--- src/rtl/dma_pp_pkg.sv ---
// dma_pp_pkg: shared state encoding and pipeline constants for the ping-pong DMA sequencer
package dma_pp_pkg;
  typedef enum logic [1:0] {IDLE, PRIME, STREAM, DRAIN} dma_pp_state_e;
  localparam int SRAM_RD_LAT = 1;
  localparam int SKID_DEPTH = 2;
endpackage

--- src/rtl/dma_pp_skid.sv ---
// dma_pp_skid: 2-entry valid/ready output buffer; occupancy feeds the read-credit check
module dma_pp_skid #(
  parameter int DW = 32
) (
  input  logic          clk,
  input  logic          rst,
  input  logic          i_valid,
  input  logic [DW-1:0] i_data,
  input  logic          i_ready,
  output logic          o_valid,
  output logic [DW-1:0] o_data,
  output logic [1:0]    o_occ
);
  logic [DW-1:0] r_q0, r_q1;
  logic [1:0] r_cnt;
  logic w_pop;
  assign w_pop = o_valid && i_ready;
  assign o_valid = r_cnt != 2'd0;
  assign o_data = r_q0;
  assign o_occ = r_cnt;
  always_ff @(posedge clk) begin
    if (rst) begin
      r_cnt <= '0;
      r_q0 <= '0;
      r_q1 <= '0;
    end else begin
      r_cnt <= r_cnt + {1'b0, i_valid} - {1'b0, w_pop};
      if (w_pop) r_q0 <= (r_cnt == 2'd2) ? r_q1 : i_data;
      else if (i_valid && r_cnt == 2'd0) r_q0 <= i_data;
      // q1 is only observed once it holds the second-oldest word
      if (i_valid) r_q1 <= i_data;
    end
  end
endmodule

--- src/rtl/dma_pingpong_ctrl.sv ---
// dma_pingpong_ctrl: fills one SRAM bank while draining the other, swapping on frame boundaries
// Optional stall counters built only with DMA_PP_STATS_EN defined.
module dma_pingpong_ctrl
  import dma_pp_pkg::*;
#(
  parameter int DATA_WIDTH  = 32,
  parameter int ADDR_WIDTH  = 9,
  parameter int FRAME_CNT_W = 16
) (
  input  logic                       clk,
  input  logic                       rst,
  input  logic                       start,
  input  logic [ADDR_WIDTH:0]        cfg_len,
  input  logic [FRAME_CNT_W-1:0]     cfg_frames,
  output logic                       busy,
  output logic                       done,
  input  logic                       in_valid,
  output logic                       in_ready,
  input  logic [DATA_WIDTH-1:0]      in_data,
  output logic                       out_valid,
  input  logic                       out_ready,
  output logic [DATA_WIDTH-1:0]      out_data,
  output logic [1:0]                 bank_ceb,
  output logic [1:0]                 bank_web,
  output logic [1:0][ADDR_WIDTH-1:0] bank_a,
  output logic [DATA_WIDTH-1:0]      bank_d,
  input  logic [1:0][DATA_WIDTH-1:0] bank_q,
  output logic [31:0]                stat_fill_wait,
  output logic [31:0]                stat_drain_wait
);
  localparam logic [ADDR_WIDTH:0] DEPTH = {1'b1, {ADDR_WIDTH{1'b0}}};
  dma_pp_state_e r_state, w_nxt;
  logic [ADDR_WIDTH:0] r_len, r_wcnt, r_rcnt, r_ocnt;
  logic [FRAME_CNT_W-1:0] r_frames, r_filled, w_filled_inc;
  logic r_wsel, r_rsel, r_done;
  logic [SRAM_RD_LAT-1:0] r_rd_p, r_rs_p;
  logic [1:0][ADDR_WIDTH-1:0] r_a;
  logic [1:0] w_occ, w_wen, w_ren;
  logic w_go, w_wr, w_rd, w_pop, w_fdone, w_ddone, w_swap, w_last, w_cred;
  assign w_go = r_state == IDLE && start && cfg_len != '0 && cfg_frames != '0;
  assign w_fdone = r_wcnt == r_len;
  assign w_ddone = r_ocnt == r_len;
  assign busy = r_state != IDLE;
  assign done = r_done;
  assign in_ready = (r_state == PRIME || r_state == STREAM) && !w_fdone;
  assign w_wr = in_valid && in_ready;
  assign w_pop = out_valid && out_ready;
  // a word leaving this cycle frees its slot, so the drain can sustain one word per cycle
  assign w_cred = int'(w_occ) + $countones(r_rd_p) - int'(w_pop) < SKID_DEPTH;
  assign w_rd = (r_state == STREAM || r_state == DRAIN) && r_rcnt != r_len && w_cred;
  assign w_swap = w_fdone && (r_state == PRIME || (r_state == STREAM && w_ddone));
  assign w_filled_inc = r_filled + 1'b1;
  assign w_last = r_state == DRAIN && w_pop && r_ocnt == r_len - 1'b1;
  always_comb begin
    w_nxt = r_state;
    case (r_state)
      IDLE:          w_nxt = w_go ? PRIME : IDLE;
      PRIME, STREAM: w_nxt = w_swap ? (w_filled_inc == r_frames ? DRAIN : STREAM) : r_state;
      default:       w_nxt = w_last ? IDLE : DRAIN;
    endcase
  end
  assign w_wen = w_wr ? (r_wsel ? 2'b10 : 2'b01) : 2'b00;
  assign w_ren = w_rd ? (r_rsel ? 2'b10 : 2'b01) : 2'b00;
  assign bank_web = ~w_wen;
  assign bank_ceb = ~(w_wen | w_ren);
  assign bank_d = w_wr ? in_data : '0;
  for (genvar b = 0; b < 2; b++) begin : g_a
    assign bank_a[b] = w_wen[b] ? r_wcnt[ADDR_WIDTH-1:0] : w_ren[b] ? r_rcnt[ADDR_WIDTH-1:0] : r_a[b];
  end
  dma_pp_skid #(.DW(DATA_WIDTH)) u_skid (
    .clk(clk), .rst(rst), .i_valid(r_rd_p[SRAM_RD_LAT-1]), .i_data(bank_q[r_rs_p[SRAM_RD_LAT-1]]),
    .i_ready(out_ready), .o_valid(out_valid), .o_data(out_data), .o_occ(w_occ)
  );
  always_ff @(posedge clk) begin
    if (rst) begin
      r_state <= IDLE;
      r_done <= 1'b0;
      r_rd_p <= '0;
      r_rs_p <= '0;
      r_a <= '0;
      r_len <= '0;
      r_frames <= '0;
      r_filled <= '0;
      r_wsel <= 1'b0;
      r_rsel <= 1'b0;
      r_wcnt <= '0;
      r_rcnt <= '0;
      r_ocnt <= '0;
    end else begin
      r_state <= w_nxt;
      r_done <= w_last;
      r_rd_p <= SRAM_RD_LAT'({r_rd_p, w_rd});
      r_rs_p <= SRAM_RD_LAT'({r_rs_p, r_rsel});
      r_a <= bank_a;
      if (w_wr) r_wcnt <= r_wcnt + 1'b1;
      if (w_rd) r_rcnt <= r_rcnt + 1'b1;
      if (w_pop) r_ocnt <= r_ocnt + 1'b1;
      if (w_go) begin
        r_len <= cfg_len > DEPTH ? DEPTH : cfg_len;
        r_frames <= cfg_frames;
        r_filled <= '0;
        r_wsel <= 1'b0;
        r_rsel <= 1'b0;
        r_wcnt <= '0;
        r_rcnt <= '0;
        r_ocnt <= '0;
      end
      if (w_swap) begin
        r_filled <= w_filled_inc;
        r_rsel <= r_wsel;
        r_wsel <= ~r_wsel;
        r_wcnt <= '0;
        r_rcnt <= '0;
        r_ocnt <= '0;
      end
    end
  end
`ifdef DMA_PP_STATS_EN
  logic [31:0] r_fw, r_dw;
  always_ff @(posedge clk) begin
    if (rst || w_go) begin
      r_fw <= '0;
      r_dw <= '0;
    end else begin
      if (r_state == STREAM && w_fdone && !w_ddone && r_fw != '1) r_fw <= r_fw + 1'b1;
      if (r_state == STREAM && w_ddone && !w_fdone && r_dw != '1) r_dw <= r_dw + 1'b1;
    end
  end
  assign stat_fill_wait = r_fw;
  assign stat_drain_wait = r_dw;
`else
  assign stat_fill_wait = '0;
  assign stat_drain_wait = '0;
`endif
endmodule
--- config.mk ---
export PLATFORM = sky130hd
export DESIGN_NAME = dma_pingpong_ctrl
export DESIGN_NICKNAME = d
export VERILOG_FILES = /design/src/rtl/dma_pp_pkg.sv /design/src/rtl/dma_pp_skid.sv /design/src/rtl/dma_pingpong_ctrl.sv
export SDC_FILE = /design/constraint.sdc
export NUM_CORES = 1
export LEC_CHECK = 0
export ABC_AREA = 1
export BUFFER_PORTS_ARGS = -buffer_cell sky130_fd_sc_hd__buf_4
export CORE_MARGIN = 2
export CORE_UTILIZATION = 26
export CTS_BUF_LIST = sky130_fd_sc_hd__clkbuf_4 sky130_fd_sc_hd__clkbuf_8
export CTS_CLUSTER_DIAMETER = 200
export DETAILED_ROUTE_END_ITERATION = 6
export GPL_TIMING_DRIVEN = 0
export PLACE_DENSITY = 0.48
export SYNTH_ARGS = -nofsm -noshare
export SYNTH_HDL_FRONTEND = slang
export SYNTH_SLANG_ARGS = --single-unit
export TNS_END_PERCENT = 50
--- constraint.sdc ---
create_clock -name clk -period 8.95 [get_ports clk]
set_input_delay 0.895 -clock clk [delete_from_list [all_inputs] [get_ports clk]]
set_output_delay 0.895 -clock clk [all_outputs]
set_load 0.02 [all_outputs]
Yosys cells after proc, flatten, opt, wreduce, memory -nomap -nowiden
Cells that the tools add are included.
- reduce and logical (&&, ||, !) cells: 27
- divide/modulo/power cells: 0
- bitwise operators: 4
- equal/unequal tests: 10
- multipliers: 0
- $add $sub $neg: 9
- muxes and demuxes: 25
- order comparisons: 3
- shift operators: 0
- operators by type and width (kind ; count):
    32-bit two-way mux ; 6
    9-bit two-way mux ; 4
    16-bit two-way mux ; 2
    10-bit by 1-bit adder with 10-bit output, second input constant ; 3
    10-bit == test ; 3
    16-bit by 1-bit adder with 16-bit output, second input constant ; 1
    16-bit == test ; 1
    16-bit nonzero test ; 1
    1-bit logical AND ; 13
    2-bit two-way mux ; 6
    10-bit > comparator, second input constant ; 1
    10-bit two-way mux ; 1
    10-bit != test ; 1
    10-bit nonzero test ; 1
    10-bit by 1-bit subtractor with 10-bit output, second input constant ; 1
    2-bit nonzero test ; 4
    2-bit == test, second input constant ; 3
    1-bit two-way mux ; 5
    2-bit logical NOT ; 2
    4-bit by 3-bit < comparator with 1-bit output, second input constant ; 1
    2-bit inverter ; 2
    2-bit one-hot mux with 2 select lines ; 1
    3-bit by 1-bit subtractor with 4-bit output ; 1
    2-bit by 1-bit adder with 3-bit output ; 1
    other kinds (11) ; 13
- logic and storage cells: 95
- bits of input ports: 127
- RAM bits: 0
- bits in read-only memories: 0
- output and inout bits: 154
- bits in registers: 163
- latch bits: 0
- memories kept: 0

Longest topological paths before layout
- depth after elaboration: 8
- mapped depth: 20
- mapped depth without buffers: 17

Modules after synthesis
Synthesis repeated with hierarchy kept, for this count alone.
- cells, all modules: 1525
- area, all modules: 10020.9 sq um
- modules (own cells, without submodules) (module ; seq. area each (sq um) ; times used ; area an instance (sq um) ; cells an instance):
    dma_pingpong_ctrl ; 1941.9 ; 1 ; 6905.4 ; 1054
    dma_pp_skid ; 1321.3 ; 1 ; 3115.5 ; 471

Worst setup path after synthesis
Ideal clock, no wire load.
- path kind: input to output
- start: input port out_ready
- end: output port bank_a[9] (netlist name)
- path slack: 4.403 ns
- required time: 8.055 ns
- cell stages on the path: 18
- buffers on the path: 3
- arrival time: 3.652 ns
- cell sequence: nand2_1 -> nor2_1 -> inv_1 -> buf_2 -> clkbuf_1 -> o21ai_0 -> ha_1 -> inv_1 -> fa_1 -> a21boi_0 -> o21ai_0 -> a21oi_1 -> buf_2 -> nand3_4 -> nand2_1 -> nand3_1 -> o21ai_0 -> inv_1
- RTL lines (item ; line ; source):
    from (decl) ; dma_pingpong_ctrl.sv:21 ; input logic out_ready,
    to (decl) ; dma_pingpong_ctrl.sv:25 ; output logic [1:0][ADDR_WIDTH-1:0] bank_a,

==> results.toml <==
[floorplan]
boundaryPins = 281
die_width_um = 194
start_util_pct = 26.3
core_mm2 = 0.0356
die_y_um = 194
floorplan.rows = 69
die-area_mm2 = 0.0376

[clock_tree]
htreeDepth = 4
cts_resized = 0
tritoncts = "done"
clock_latency_ps = 470
cts_setup_buffers = 0
cts.path.max_buffers = 2
clk_pin_slew_worst_paths_ps = 90
root_buffer = "clkbuf_8"
clock-sinks = 163
cts_made_buffers = 17
ctsHoldBuffers = 0

[critical_path]
cp-start-kind = "flop"
r2r_slack_ps = 4600
crit_type = "flop to output port"
crit_path_end_kind = "output port"
crit_arrival_ps = 4860
cp_max_fo = 10
required_ps = 8060

[layout]
fillCellCount = 3875
nets = 1805
syn_to_final_growth_pct = 30.9
final_cells = 2138
drive_gt1_share_pct = 21.2
antenna_cells = 0

[placement]
gp_congestion = 0.834
place_inst = 2106
dp_hpwl_um = 23700
numPortBuffers = 216

[detailed_routing]
wire_per_inst_um = 14.1
drc = 0
dr.pass1.iters = 5
routed_wl_um = 30200
vias_per_cell = 4.40
postRouteAntennaNets = 0
vias = 9406
drt_iter0_drc = 515

[timing]
drv_slew = 0
grt_setup_unrepaired = "false"
relSlewSlack_pct = 53.3
fin_crit_ps = 5760
hold_viol = 0
finalSetupViolCount = 0
finClkSkew_ps = 16.7
tightest_slew_ps = 701
period_share_pct = 64.4
max_freq_ghz = 0.174
tns_ps = 0

[global_routing]
antenna_found_initial = 0
gr-usage-all-layers_pct = 15.9
first_global_vias = 8755
grt-ovfl-total = 0
grt_first_pass_wirelength_um = 48000
grt_max_degree = 17

[logic_synthesis]
ys_seq_area_share_pct = 34.8
synth_cell_types = 43
yosysWarnings = 0
avgSynthCellArea_um2 = 6.86
syn_area_mm2 = 0.00937
ys_seq_elements = 163
synthCells = 1366

[power]
p_per_area_mw_per_mm2 = 234
p_leak_nw = 5.83
peakVddDrop_mv = 0.159

[worst_hold_path]
hold_path_class = "flop to flop"

[run]
cap_violations = 0

[outcome]
status = "complete, no violations"
[registers in the layout, summed over array words and instances, names as in the netlist, 2 cells and up]
name and count:
u_skid.o_data 32, u_skid.r_q1 32, r_a 18, r_filled 16
r_frames 16, r_len 10, r_ocnt 10, r_rcnt 10
r_wcnt 10, r_state 2, u_skid.o_occ 2
[synth_stat cells (all sizes together)]
cell	n	area share [%]
o31ai	1	0.080
clkbuf	34	1.4
dfxtp	163	35
nand2	294	12
nor2	108	4.5
buf	94	6.9
a211oi	6	0.48
nor3	18	1.1
o22ai	1	0.067
mux2i	32	3.4
and2	1	0.067
conb	1	0.040
o21ai	108	5.8
inv	184	7.4
fa	1	0.21
a22oi	2	0.16
nor4	7	0.47
a21oi	107	5.7
xnor2	12	1.1
nor3b	2	0.16
xor2	23	2.2
nand4	37	2.5
o211ai	33	2.6
nand3	75	4.5
o21bai	2	0.20
a21boi	1	0.080
or2	5	0.33
ha	13	1.7
and3	1	0.067
[per-stage QoR]
step	utilization (%)	power, mW	hold WS (ps)	setup slack (ps)	cell area [um^2]
6_report	34.5	2.87	479	3190	12300
5_1_grt	34.5	3.08	499	2610	12300
4_1_cts	34.5	2.90	478	3080	12300
3_5_place_dp	33.2	2.26	459	3360	11800
3_3_place_gp	33.2	2.25	455	3390	11800
2_1_floorplan	-	1.77	435	4400	9610
[metal layers]
layer | global-route usage [%] | vias to the layer above | share of wire [%] | wire [um]
met5 | 0 | - | 0 | 0
met4 | 4.46 | 0 | 2.0 | 607
met3 | 4.02 | 32 | 7.5 | 2260
met2 | 25.4 | 306 | 44 | 13300
met1 | 21.3 | 4170 | 47 | 14100
li1 | - | 4898 | - | -
[cells by family (layout without fill, tap and decap cells)]
kind of cell	Yosys count	after routing	share of synthesized area (%)
AND/OR/NAND/NOR	548	548	25.7
buffers and inverters	312	560	15.6
AO/OA/AOI/OAI	261	261	15.2
flip-flops	163	163	34.8
XOR/XNOR	35	35	3.27
multiplexers	32	32	3.42
adder cells (fa/ha/maj)	14	14	1.95
other	1	64	0.0400
[layout make-up]
type	instances	area [um^2]	area share, %
clock buffer	19	262	2.13
buffer	128	771	6.29
timing repair buffer	216	1620	13.2
multi-input combinational	954	4880	39.8
tap	461	577	4.70
inverter	184	693	5.65
sequential	163	3260	26.6
clock inverter	13	195	1.59
[critical path, cell delays in order, from the launching register on]
cell and delay, ps:
dfxtp_1 370, inv_1 100, nand2_1 210, nand2_1 210
nor2_1 320, inv_1 100, buf_2 200, clkbuf_1 280
o21ai_0 160, ha_1 190, inv_1 60, fa_1 490
a21boi_0 170, o21ai_0 110, a21oi_1 360, buf_2 320
nand3_4 180, nand2_1 100, nand3_1 70, o21ai_0 150
inv_1 80, buf_4 160
[where the power goes]
group	switching (mW)	internal, mW
Clock	0.306	0.324
Sequential	0.0920	0.870
Combinational	0.818	0.459
Total	1.22	1.65
[cell usage in the layout (no fill, tap or decap), types with 6 or more instances in the layout]
| master | synthesis | layout |
|---|---|---|
| buf_4 | 67 | 283 |
| nor2_1 | 104 | 104 |
| nor4_1 | 7 | 7 |
| mux2i_1 | 32 | 32 |
| o21ai_1 | 9 | 9 |
| buf_2 | 19 | 19 |
| a21oi_1 | 107 | 107 |
| nor3_1 | 17 | 17 |
| dfxtp_1 | 163 | 163 |
| clkbuf_8 | 0 | 19 |
| a211oi_1 | 6 | 6 |
| xor2_1 | 23 | 23 |
| clkbuf_1 | 34 | 34 |
| inv_1 | 180 | 180 |
| buf_1 | 6 | 6 |
| nand3_1 | 71 | 71 |
| o211ai_1 | 33 | 33 |
| nand4_1 | 37 | 37 |
| o21ai_0 | 99 | 99 |
| xnor2_1 | 12 | 12 |
| ha_1 | 13 | 13 |
| nand2_1 | 290 | 290 |
| conb_1 | 1 | 64 |
[worst paths after layout]
check                       start  cells past startpoint             end
setup / recovery  u_skid.o_occ[1]                     21       bank_a[0]
hold / removal     u_skid.r_q1[9]                      2  u_skid.r_q1[9]
setup reg to reg  u_skid.o_occ[1]                     20          r_a[0]
hold reg to reg    u_skid.r_q1[9]                      2  u_skid.r_q1[9]
No activity file was read; power rests on OpenSTA's default activity.
